==> src/rtl/sev_seg_pkg.sv <==
// Shared constants for the seven-segment scan driver: glyph encodings and width helper.
// Glyphs are active-low {g,f,e,d,c,b,a}.
package sev_seg_pkg;

  localparam logic [7:0] SEG_OFF = 8'hFF;

  localparam logic [6:0] GLYPH_0 = 7'h40;
  localparam logic [6:0] GLYPH_1 = 7'h79;
  localparam logic [6:0] GLYPH_2 = 7'h24;
  localparam logic [6:0] GLYPH_3 = 7'h30;
  localparam logic [6:0] GLYPH_4 = 7'h19;
  localparam logic [6:0] GLYPH_5 = 7'h12;
  localparam logic [6:0] GLYPH_6 = 7'h02;
  localparam logic [6:0] GLYPH_7 = 7'h78;
  localparam logic [6:0] GLYPH_8 = 7'h00;
  localparam logic [6:0] GLYPH_9 = 7'h10;
  localparam logic [6:0] GLYPH_A = 7'h08;
  localparam logic [6:0] GLYPH_B = 7'h03;
  localparam logic [6:0] GLYPH_C = 7'h46;
  localparam logic [6:0] GLYPH_D = 7'h21;
  localparam logic [6:0] GLYPH_E = 7'h06;
  localparam logic [6:0] GLYPH_F = 7'h0E;

  // Bits needed to hold 0..value-1, never less than one.
  function automatic int clog2(input int value);
    int r;
    int v;
    r = 0;
    v = value - 1;
    while (v > 0) begin
      r = r + 1;
      v = v >> 1;
    end
    return (r < 1) ? 1 : r;
  endfunction

endpackage

==> src/rtl/hex_sev_seg_decoder.sv <==
// Combinational hex nibble to active-low seven-segment glyph decoder.
module hex_sev_seg_decoder
  import sev_seg_pkg::*;
(
  input  logic [3:0] i_nib,
  output logic [6:0] o_glyph
);

  always_comb begin
    o_glyph = GLYPH_0;
    case (i_nib)
      4'h0:    o_glyph = GLYPH_0;
      4'h1:    o_glyph = GLYPH_1;
      4'h2:    o_glyph = GLYPH_2;
      4'h3:    o_glyph = GLYPH_3;
      4'h4:    o_glyph = GLYPH_4;
      4'h5:    o_glyph = GLYPH_5;
      4'h6:    o_glyph = GLYPH_6;
      4'h7:    o_glyph = GLYPH_7;
      4'h8:    o_glyph = GLYPH_8;
      4'h9:    o_glyph = GLYPH_9;
      4'hA:    o_glyph = GLYPH_A;
      4'hB:    o_glyph = GLYPH_B;
      4'hC:    o_glyph = GLYPH_C;
      4'hD:    o_glyph = GLYPH_D;
      4'hE:    o_glyph = GLYPH_E;
      4'hF:    o_glyph = GLYPH_F;
      default: o_glyph = GLYPH_0;
    endcase
  end

endmodule

==> src/rtl/sev_seg_scan_driver.sv <==
// Multiplexed N-digit seven-segment driver with refresh divider, frame-coherent shadow,
// blanking, decimal points and leading-zero suppression. Optional: SEV_SEG_GHOST_BLANK_EN.
module sev_seg_scan_driver
  import sev_seg_pkg::*;
#(
  parameter int NUM_DGTS    = 5,
  parameter int REFRESH_DIV = 50000,
  parameter int LZ_SUPPRESS = 0
) (
  input  logic                  clk,
  input  logic                  rst,
  input  logic                  en,
  input  logic [4*NUM_DGTS-1:0] data_in,
  input  logic [NUM_DGTS-1:0]   dp_in,
  input  logic [NUM_DGTS-1:0]   blank_in,
  output logic [7:0]            seg_out,
  output logic [NUM_DGTS-1:0]   dgt_slct,
  output logic                  frame_done
);

  localparam int IDX_W = clog2(NUM_DGTS);
  localparam int CNT_W = clog2(REFRESH_DIV);

  logic [CNT_W-1:0]      r_cnt;
  logic [IDX_W-1:0]      r_idx;
  logic                  r_en_d;
  logic [4*NUM_DGTS-1:0] r_sh_data;
  logic [NUM_DGTS-1:0]   r_sh_dp;
  logic [NUM_DGTS-1:0]   r_sh_blank;
  logic [7:0]            r_seg;
  logic [NUM_DGTS-1:0]   r_dgt;
  logic                  r_frame_done;

  logic                  w_first;
  logic                  w_last_cnt;
  logic                  w_wrap;
  logic [4*NUM_DGTS-1:0] w_data;
  logic [NUM_DGTS-1:0]   w_dp;
  logic [NUM_DGTS-1:0]   w_blank;
  logic [NUM_DGTS-1:0]   w_lz;
  logic                  w_zero_above;
  logic [3:0]            w_nib;
  logic [6:0]            w_glyph;
  logic                  w_dark;
  logic                  w_ghost;

  assign w_first    = en & ~r_en_d;
  assign w_last_cnt = (r_cnt == CNT_W'(REFRESH_DIV - 1));
  assign w_wrap     = w_last_cnt && (r_idx == IDX_W'(NUM_DGTS - 1));

  // On the first enabled cycle the shadow is still stale, so show the inputs being loaded.
  assign w_data  = w_first ? data_in  : r_sh_data;
  assign w_dp    = w_first ? dp_in    : r_sh_dp;
  assign w_blank = w_first ? blank_in : r_sh_blank;
  assign w_nib   = w_data[4*int'(r_idx) +: 4];

  // Leading-zero mask: walk down from the top digit while every nibble seen is zero.
  always_comb begin
    w_lz         = {NUM_DGTS{1'b0}};
    w_zero_above = 1'b1;
    for (int i = NUM_DGTS - 1; i >= 0; i--) begin
      w_zero_above = w_zero_above && (w_data[4*i +: 4] == 4'h0);
      if ((LZ_SUPPRESS != 0) && (i != 0)) begin
        w_lz[i] = w_zero_above;
      end else begin
        w_lz[i] = 1'b0;
      end
    end
  end

  assign w_dark = w_blank[r_idx] | w_lz[r_idx];

`ifdef SEV_SEG_GHOST_BLANK_EN
  assign w_ghost = (32'(r_cnt) < 32'd2);
`else
  assign w_ghost = 1'b0;
`endif

  hex_sev_seg_decoder u_dec (
    .i_nib   (w_nib),
    .o_glyph (w_glyph)
  );

  // Divider, scan index, shadow capture and registered display outputs.
  always_ff @(posedge clk or negedge rst) begin
    if (!rst) begin
      r_cnt        <= {CNT_W{1'b0}};
      r_idx        <= {IDX_W{1'b0}};
      r_en_d       <= 1'b0;
      r_sh_data    <= {(4*NUM_DGTS){1'b0}};
      r_sh_dp      <= {NUM_DGTS{1'b0}};
      r_sh_blank   <= {NUM_DGTS{1'b0}};
      r_seg        <= SEG_OFF;
      r_dgt        <= {NUM_DGTS{1'b1}};
      r_frame_done <= 1'b0;
    end else if (!en) begin
      r_cnt        <= {CNT_W{1'b0}};
      r_idx        <= {IDX_W{1'b0}};
      r_en_d       <= 1'b0;
      r_seg        <= SEG_OFF;
      r_dgt        <= {NUM_DGTS{1'b1}};
      r_frame_done <= 1'b0;
    end else begin
      r_en_d       <= 1'b1;
      r_frame_done <= w_wrap;
      if (w_first || w_wrap) begin
        r_sh_data  <= data_in;
        r_sh_dp    <= dp_in;
        r_sh_blank <= blank_in;
      end
      if (w_last_cnt) begin
        r_cnt <= {CNT_W{1'b0}};
        r_idx <= w_wrap ? {IDX_W{1'b0}} : r_idx + IDX_W'(1);
      end else begin
        r_cnt <= r_cnt + CNT_W'(1);
      end
      if (w_ghost) begin
        r_seg <= SEG_OFF;
        r_dgt <= {NUM_DGTS{1'b1}};
      end else begin
        r_seg <= w_dark ? SEG_OFF : {~w_dp[r_idx], w_glyph};
        r_dgt <= ~(NUM_DGTS'(1) << r_idx);
      end
    end
  end

  assign seg_out    = r_seg;
  assign dgt_slct   = r_dgt;
  assign frame_done = r_frame_done;

endmodule
==> config.mk <==
export PLATFORM = sky130hd
export DESIGN_NAME = sev_seg_scan_driver
export DESIGN_NICKNAME = d
export VERILOG_FILES = /design/src/rtl/sev_seg_pkg.sv /design/src/rtl/hex_sev_seg_decoder.sv /design/src/rtl/sev_seg_scan_driver.sv
export SDC_FILE = /design/constraint.sdc
export NUM_CORES = 1
export LEC_CHECK = 0
export BUFFER_PORTS_ARGS = -buffer_cell sky130_fd_sc_hd__buf_2
export CAP_MARGIN = 15
export CORE_MARGIN = 3
export CORE_UTILIZATION = 45
export CTS_CLUSTER_SIZE = 24
export DETAILED_ROUTE_END_ITERATION = 12
export SLEW_MARGIN = 20
export SYNTH_ARGS = -nofsm -noshare
export SYNTH_HDL_FRONTEND = slang
export SYNTH_SLANG_ARGS = --single-unit
==> constraint.sdc <==
create_clock -name clk -period 2.9 [get_ports clk]
set_clock_uncertainty 0.1 [all_clocks]
set_input_delay 0 -clock clk [delete_from_list [all_inputs] [get_ports clk]]
set_output_delay 0 -clock clk [all_outputs]
set_load 0.02 [all_outputs]
# Word-level counts from Yosys, hierarchy flattened
# Memory sizes are Yosys's and may differ from the RTL's.
# Cells that the tools add are included.
[classes] addsub=2 order_cmp=1 eq_ne=3 n_shift=2 muxes=18 n_bitwise=5 reduce_logical=3
[ops] op="$mux 16" n=2
[ops] op="$mux 20" n=1
[ops] op="$shiftx 20x6->4" n=1
[ops] op="$add 16x1->16 const B" n=1
[ops] op="$eq 16x16->1 const B" n=1
[ops] op="$mux 8" n=2
[ops] op="$mux 5" n=3
[ops] op="$mux 3" n=3
[ops] op="$bmux 1 s3" n=2
[ops] op="$mux 1" n=5
[ops] op="$not 5->5" n=1
[ops] op="$shl 1x3->5 const A" n=1
[ops] op="$lt 3x4->1 const B" n=1
[ops] op="$add 3x1->3 const B" n=1
[ops] op="$eq 3x3->1 const B" n=1
[ops] op="$ne 2x1->1 const B" n=1
[ops] op="$not 1->1" n=2
[ops] op="$reduce_and 2->1" n=1
[ops] op="$and 1x1->1" n=1
[ops] op="$logic_and 1x1->1" n=1
[ops] op="$logic_or 1x1->1" n=1
[ops] op="$or 1x1->1" n=1
[word_totals] regBits=64 romBits=120 input_bits=33 out_inout_bits=14 wordCells=45 memories=2
[mem_list] memory="(no name shown)" words=16 word_bits=7 read_ports=1 rd_ports_with_merged_regs=0 wr=0 line="hex_sev_seg_decoder.sv:11" source="case (i_nib)"
[mem_list] memory="(no name shown)" words=8 word_bits=1 read_ports=1 rd_ports_with_merged_regs=0 wr=0 line="sev_seg_scan_driver.sv:71" source="assign w_dark = w_blank[r_idx] | w_lz[r_idx];"

# Logic depth before layout (Yosys ltp)
# Gate-level depths: netlist (run 1).
[depth] depth_word=8 depth_mapped=13

# By module
# From an unflattened synthesis (run 1), not the netlist that was laid out.
[unflattened] hier_cells=284 area_unflattened_um2=3525.9
[by_module_without_submodules] module="sev_seg_scan_driver" n_inst=1 cells_per_inst=249 area_each_um2=3259.4
[by_module_without_submodules] module="hex_sev_seg_decoder" n_inst=1 cells_per_inst=35 area_each_um2=266.5

# Worst setup path before layout (run 1)
# Ideal clock, no wire load.
[synth_timing] path_kind="flip-flop to flip-flop" from="reg r_en_d" to="reg r_seg[1], in the netlist seg_out[1]" setup_time_ps=88 t_arrival_ps=2364 t_required_ps=2712 setup_slack_ps=348 stages_incl_launch_ff=12 n_path_buf=2 synth_period_minus_slack_ps=2552 cell_sequence="dfrtp_1 > buf_6 > nand2b_4 > buf_6 > mux2i_1 > mux4_2 > o22ai_2 > inv_1 > ha_1 > inv_1 > o21ai_1 > or3_1"
[synth_between] elab_chain_len=8 word_cells_on_any_way=11
[synth_rtl] element="start: declaration" line="sev_seg_scan_driver.sv:26" source="logic r_en_d;"
[synth_rtl] element="start signal: assignment" line="sev_seg_scan_driver.sv:89" source="r_en_d <= 1'b0;"
[synth_rtl] element="start signal: assignment" line="sev_seg_scan_driver.sv:99" source="r_en_d <= 1'b0;"
[synth_rtl] element="start signal: assignment" line="sev_seg_scan_driver.sv:104" source="r_en_d <= 1'b1;"
[synth_rtl] element="$not 1->1 (*)" line="sev_seg_scan_driver.sv:47" source="assign w_first = en & ~r_en_d;"
[synth_rtl] element="$and 1x1->1 (*)" line="sev_seg_scan_driver.sv:47"
[synth_rtl] element="branches (longest 4 deep; another with $mem_v2 16x7)"
[synth_rtl] element="$mux 8 (*)" line="sev_seg_scan_driver.sv:121" source="r_seg <= w_dark ? SEG_OFF : {~w_dp[r_idx], w_glyph};"
[synth_rtl] element="$mux 8 (*)" line="sev_seg_scan_driver.sv:96" source="end else if (!en) begin"
[synth_rtl] element="end signal: assignment" line="sev_seg_scan_driver.sv:121"
[synth_rtl] element="end: declaration" line="sev_seg_scan_driver.sv:30" source="logic [7:0] r_seg;"
# Mark *: on every way between the ends. The select of a mux whose other input is x is not followed.
# A chain may end at the register's enable or synchronous reset.

# Worst setup path in the final report (run 1)
[layout_timing] from="in en" to="reg r_seg[1], in the netlist seg_out[1]"
[layout_between] elab_chain_len=7 word_cells_on_any_way=10
[layout_rtl] element="start: declaration" line="sev_seg_scan_driver.sv:12" source="input logic en,"
[layout_rtl] element="branches (longest 6 deep; another with $mem_v2 16x7)"
[layout_rtl] element="$mux 8 (*)" line="sev_seg_scan_driver.sv:96"
# Marks and branches as above.

==> flow_summary.toml, run 1 <==
[clock_tree]
cts_made_buffers = 9
htreeDepth = 3
cts_tree = "done"
cts_max_path_buffers = 2
clk_pin_slew_worst_paths_ps = 70
clock-root-buffer = "clkbuf_8"
cts.sinks = 64
clk_latency_ps = 330

[yosys]
yosys_warnings = 0
synthArstFlopShare = 1.00
synthCells = 288
syn_nets = 334
syn_area_per_cell_sq_um = 11.8
ys.flop_type = "dfrtp_1"
ys_seq_area_frac = 0.477
netlist_area_sq_mm = 0.00339
synth_cell_types = 54
synth_edf_count = 0
ys_ff_latch = 64

[grt]
gr-total-overflow = 0
use_met2 = 0.299
grt_pass1_vias = 2601
antenna_found_initial = 0
grt_max_degree = 39
gr-usage-met1 = 0.224
grt_pass1_wl_microns = 12100
track_usage = 0.178
grt-busiest-layer = "met2"
use_met3 = 0.0487

[setup_path]
slowest_stage = "dlygate4sd3_1"
crit_required_ps = 3050
critPathLaunch = "en"
cp-start-kind = "input pin"
r2r_setup_slack_ps = 340
crit_path_end = "seg_out[1]"
endpoint_kind = "flop"
path_cells = "dlygate4sd3_1 -> buf_2 -> nand2b_4 -> mux2i_1 -> mux4_2 -> o22ai_2 -> inv_1 -> ha_1 -> inv_1 -> o21ai_1 -> or3_1"
rr_startpoint = "r_en_d"
r2r_cells = 9
max_stage_delay_ps = 520
crit_fanout = 16
crit_arrival_ps = 2800
reg2reg_to = "seg_out[1]"
crit_top_cell = "inv_1"
critical_path_class = "in -> reg"

[final_layout]
drive_above_1_share = 0.334
final_common_cell = "dfrtp_1"
fillers = 670
nets = 418
syn_to_final_growth_pct = 24.9
diodes = 0
final_cell_mix = "dfrtp_1, buf_2, dlygate4sd3_1, mux2_2"
regArea_sq_mm = 0.00162
multi_input_area_sq_mm = 0.00165
utilization = 0.581

[timing]
fmax_mhz = 378
post-route-min-period_ps = 2650
slew-limit-headroom = 0.598
rsz0062_at_grt = "false"
finalHoldViolCount = 0
tns_ps = 0
worst_pin_slew_ps = 603
final.setup.worst_slack_ps = 252
maxSlewViolCount = 0
finalCritPeriodShare = 0.913
hold_ws_ps = 99.4
setup_violations = 0

[drt]
vias_per_cell = 5.18
drc = 0
wl_per_cell_microns = 14.8
first_pass_iters = 4
drt_iter0_markers = 81
final_antenna_net_count = 0
via_count = 2466
finalWirelength_microns = 7030

[floorplan]
rows = 31
ios = 47
core_sq_mm = 0.00729
die_w_microns = 92.8
start_util = 0.465
die_area_sq_mm = 0.00861
die_h_microns = 92.8

[pwr]
ir_worst_vdd_uv = 283
power_per_cell_area_mw_per_mm2 = 509
leakagePower_nw = 1.92
power_w = 0.00216

[placed_design]
dp_hpwl_microns = 4830
gp_congestion = 0.802
place_ws_ps = 365
portBuffers = 46

[hold_path]
hp-class = "in -> async"

[run]
cap_violations = 0

[run_status]
status = "completed"
[worst min-delay path by stage]
stage	start	end	slack [ps]	cells after the start
after global routing	rst	r_cnt[4]	150	2
after CTS	rst	r_cnt[4]	110	2
after floorplan	rst	frame_done	-400	0
final	rst	r_cnt[4]	100	2
after detailed placement	rst	r_cnt[4]	-60	1
after global placement	rst	r_cnt[4]	-50	1
[metrics by stage]
step	cell area [sq um]	cells
6_report	4240	476
5_1_grt	4240	476
2_1_floorplan	3390	288
4_1_cts	4240	476
3_3_place_gp	3730	428
3_5_place_dp	3730	428
[synthesized netlist by cell type, types with 4 or more instances]
cell type | instances | area share
nand2_1 | 24 | 0.027
and3_1 | 6 | 0.011
xor2_1 | 12 | 0.031
mux2_2 | 30 | 0.10
nand3_1 | 8 | 0.012
mux4_2 | 5 | 0.033
nor2_1 | 24 | 0.027
dfrtp_1 | 51 | 0.38
and3b_1 | 4 | 0.010
inv_1 | 6 | 0.0066
buf_6 | 4 | 0.013
mux2i_1 | 21 | 0.062
buf_2 | 7 | 0.010
ha_1 | 13 | 0.048
a21oi_1 | 5 | 0.0074
dfstp_2 | 13 | 0.10
[worst max-delay path, delay by kind of cell]
kind	cells	cell delay, ps
buf+inv	4	1030
fa+ha+maj	1	290
simple gates	2	540
mux	2	660
compound gates	2	260
[kinds of logic after synthesis]
group	Yosys count	share of synthesized area
simple gates	88	0.136
xor+xnor	14	0.0362
compound gates	33	0.0708
buf+inv	20	0.0369
flops	64	0.477
fa+ha+maj	13	0.0480
mux	56	0.195
[report_power, final]
part           total [W]  leakage, nW  internal [W]  switching [W]
Clock           0.000746        0.100      0.000417       0.000330
Combinational   0.000387         1.04      0.000200       0.000187
Sequential       0.00102        0.777      0.000984      0.0000392
[layout make-up]
cell class | instances | share of cell area
tap | 99 | 0.0292
clock buffer | 12 | 0.0343
sequential | 64 | 0.382
multi-input combinational | 204 | 0.390
inverter | 6 | 0.00532
clock inverter | 4 | 0.0106
timing repair buffer | 87 | 0.149
[registers in the layout, summed over array words and instances, names as in the netlist]
register    cells
r_sh_blank      5
r_sh_data      20
frame_done      1
seg_out         8
dgt_slct        5
r_sh_dp         5
r_en_d          1
r_idx           3
r_cnt          16
[routing by layer]
layer / part of all wire / vias up
met5: 0 / -
met1: 0.48 / 1224
met4: 0.0060 / 0
met2: 0.48 / 46
met3: 0.035 / 4
li1: - / 1192
[repair_timing]
| item | CTS | global route |
|---|---|---|
| endpoints found under the hold margin | 63 | 0 |
| gates resized for setup | 0 | 0 |
| hold buffers | 32 | 0 |
| buffers inserted | 0 | 0 |
No activity file was read; power rests on OpenSTA's default activity.
==> run 2: changes to the inputs <==
- ABC_AREA: default -> 1
- CORE_MARGIN: 3 -> 1
==> run 2 against run 1 <==
  * Wire length increased by 28%
  * Critical endpoint is now seg_out[3]
  * Critical path depth increased by 2
  * Die area decreased by 1.1%
==> flow_summary.toml, run 2 <==
[drt]
first_pass_iters = 4
wl_per_cell_microns = 13.5
vias_per_cell = 5.04
drc = 0
via_count = 3355
drt_iter0_markers = 204
finalWirelength_microns = 8980
final_antenna_net_count = 0

[yosys]
synth_top_cell_by_area = "dfrtp_1"
synth.area.top_cells = "dfrtp_1, nand2_1, nand3_1"
synth_most_common_cell = "nand2_1"
synth_common_cells = "nand2_1, nand3_1, dfrtp_1"
synthArstFlopShare = 1.00
synthCells = 478
syn_nets = 524
synth_edf_count = 0
netlist_area_sq_mm = 0.00367
ys_seq_area_frac = 0.441
syn_area_per_cell_sq_um = 7.68
yosys_warnings = 0
ys_ff_latch = 64
ys.flop_type = "dfrtp_1"
synth_cell_types = 31
yosys.area.top_type_share = 0.348

[final_layout]
syn_to_final_growth_pct = 23.0
final_cell_mix = "nand2_1, nand3_1, dfrtp_1, buf_2, inv_1"
largest_reg_flops = 20
instances_no_fill = 666
final_common_cell = "nand2_1"
drive_above_1_share = 0.211
nets = 605
top_register = "r_sh_data"
diodes = 0

[grt]
gr-total-overflow = 0
track_usage = 0.237
grt_pass1_wl_microns = 15800
grt_pass1_vias = 3309
grt_max_degree = 65
antenna_found_initial = 0

[placed_design]
portBuffers = 46
gp_congestion = 0.884
dp_cells = 618
dp_hpwl_microns = 6250

[timing]
post-route-min-period_ps = 2390
tns_ps = 0
fmax_mhz = 419
finalCritPeriodShare = 0.824
worst_pin_slew_ps = 800
setup_violations = 0
maxSlewViolCount = 0
finalHoldViolCount = 0
slew-limit-headroom = 0.467
rsz0062_at_grt = "false"

[floorplan]
die_h_microns = 92.3
ios = 47
rows = 32
start_util = 0.470
die_area_sq_mm = 0.00852
die_w_microns = 92.3
core_sq_mm = 0.00781

[clock_tree]
cts_tree = "done"
clk_latency_ps = 350
cts.sinks = 64
cts_max_path_buffers = 2
clock-root-buffer = "clkbuf_8"
htreeDepth = 3
clk_pin_slew_worst_paths_ps = 70
cts_made_buffers = 9
cts_setup_buffers = 0

[hold_path]
hp-class = "in -> async"

[setup_path]
critical_path_class = "reg -> reg"
crit_buf_inv = 3
crit_family = "simple AND/OR/NAND/NOR gates"
max_stage_delay_ps = 530
endpoint_kind = "flop"
path_cells = "inv_2 -> nand2_1 -> nor2_1 -> o21a_1 -> o21ai_0 -> nand2_1 -> inv_1 -> ha_1 -> inv_1 -> nand3_1 -> nand2_1 -> nand2_1 -> nand3_1"
slowest_stage = "dfrtp_1"
crit_top_cell = "nand2_1"
crit_required_ps = 3090
crit_fanout = 11
cp-start-kind = "flop"
crit_arrival_ps = 2570

[pwr]
ir_worst_vdd_uv = 298
leakagePower_nw = 2.21
power_per_cell_area_mw_per_mm2 = 483

[run]
cap_violations = 0

[run_status]
status = "completed"
[run 2: cell types whose count changed in the layout (fill, tap and decap cells not counted), moves of 23 or more]
cell     delta
inv_1      +37
mux2_2     -30
nand2_2    +23
nand3_1    +77
nand2_1    +97
o21ai_0    +28
[run 2: power breakdown]
part           internal (W)  switching (W)  total [W]
Combinational      0.000151       0.000231   0.000382
Sequential         0.000974      0.0000311    0.00100
Clock              0.000442       0.000352   0.000794
Total               0.00157       0.000613    0.00218
[run 2: path summary, 6_finish.rpt]
path	endpoint	slack, ps	from	depth (start not counted)
max in group asynchronous	r_sh_data[6]	1910	rst	3
min in group clk	r_sh_blank[1]	300	blank_in[1]	4
max reg2reg	seg_out[3]	510	r_idx[1]	13
min reg2reg	r_cnt[0]	360	r_cnt[0]	1
max	seg_out[3]	510	r_idx[1]	13
min	r_cnt[14]	260	rst	3
[run 2: layout make-up]
| class | count | area, sq um |
|---|---|---|
| Multi-Input combinational cell | 346 | 1740 |
| Tap cell | 102 | 128 |
| Timing Repair Buffer | 89 | 646 |
| Sequential cell | 64 | 1620 |
| Clock buffer | 13 | 159 |
| Fill cell | 777 | 3290 |
| Inverter | 49 | 184 |
| Clock inverter | 3 | 40.0 |
[run 2: repair_timing]
item	CTS	global route
gates resized for setup	0	0
hold buffers	32	0
hold endpoints to repair	89	0
[run 2: cells by family (layout without fill, tap and decap cells)]
group,Yosys count,count (layout),synth area share
xor gates and xnor gates,2,2,0.00477
DFF,64,64,0.441
buffers and inverters,68,154,0.0852
and+or+nand+nor,284,284,0.356
adders and majority gates,13,13,0.0443
AOI/OAI and AO/OA,47,47,0.0689
[run 2: worst min-delay path, stage by stage]
cell,delay [ps]
dlygate4sd3_1,520
buf_2,90
buf_4,630
[run 2: metrics by stage]
stage	util	setup WS [ps]	hold slack (ps)	cell area, sq um	total power (W)
final	0.578	512	264	4510	0.00218
after global routing	0.578	167	303	4510	0.00230
after CTS	0.578	496	293	4510	0.00219
after detailed placement	0.512	535	118	3990	0.00137
after global placement	0.512	607	116	3990	0.00137
after floorplan	-	864	-396	3670	0.00125
[run 2: layer usage]
metal | vias up | track usage | part of all wire
met5 | - | 0 | 0
met4 | 0 | 0.0755 | 0.013
met3 | 6 | 0.0427 | 0.036
met2 | 66 | 0.393 | 0.49
met1 | 1569 | 0.315 | 0.46
li1 | 1714 | - | -
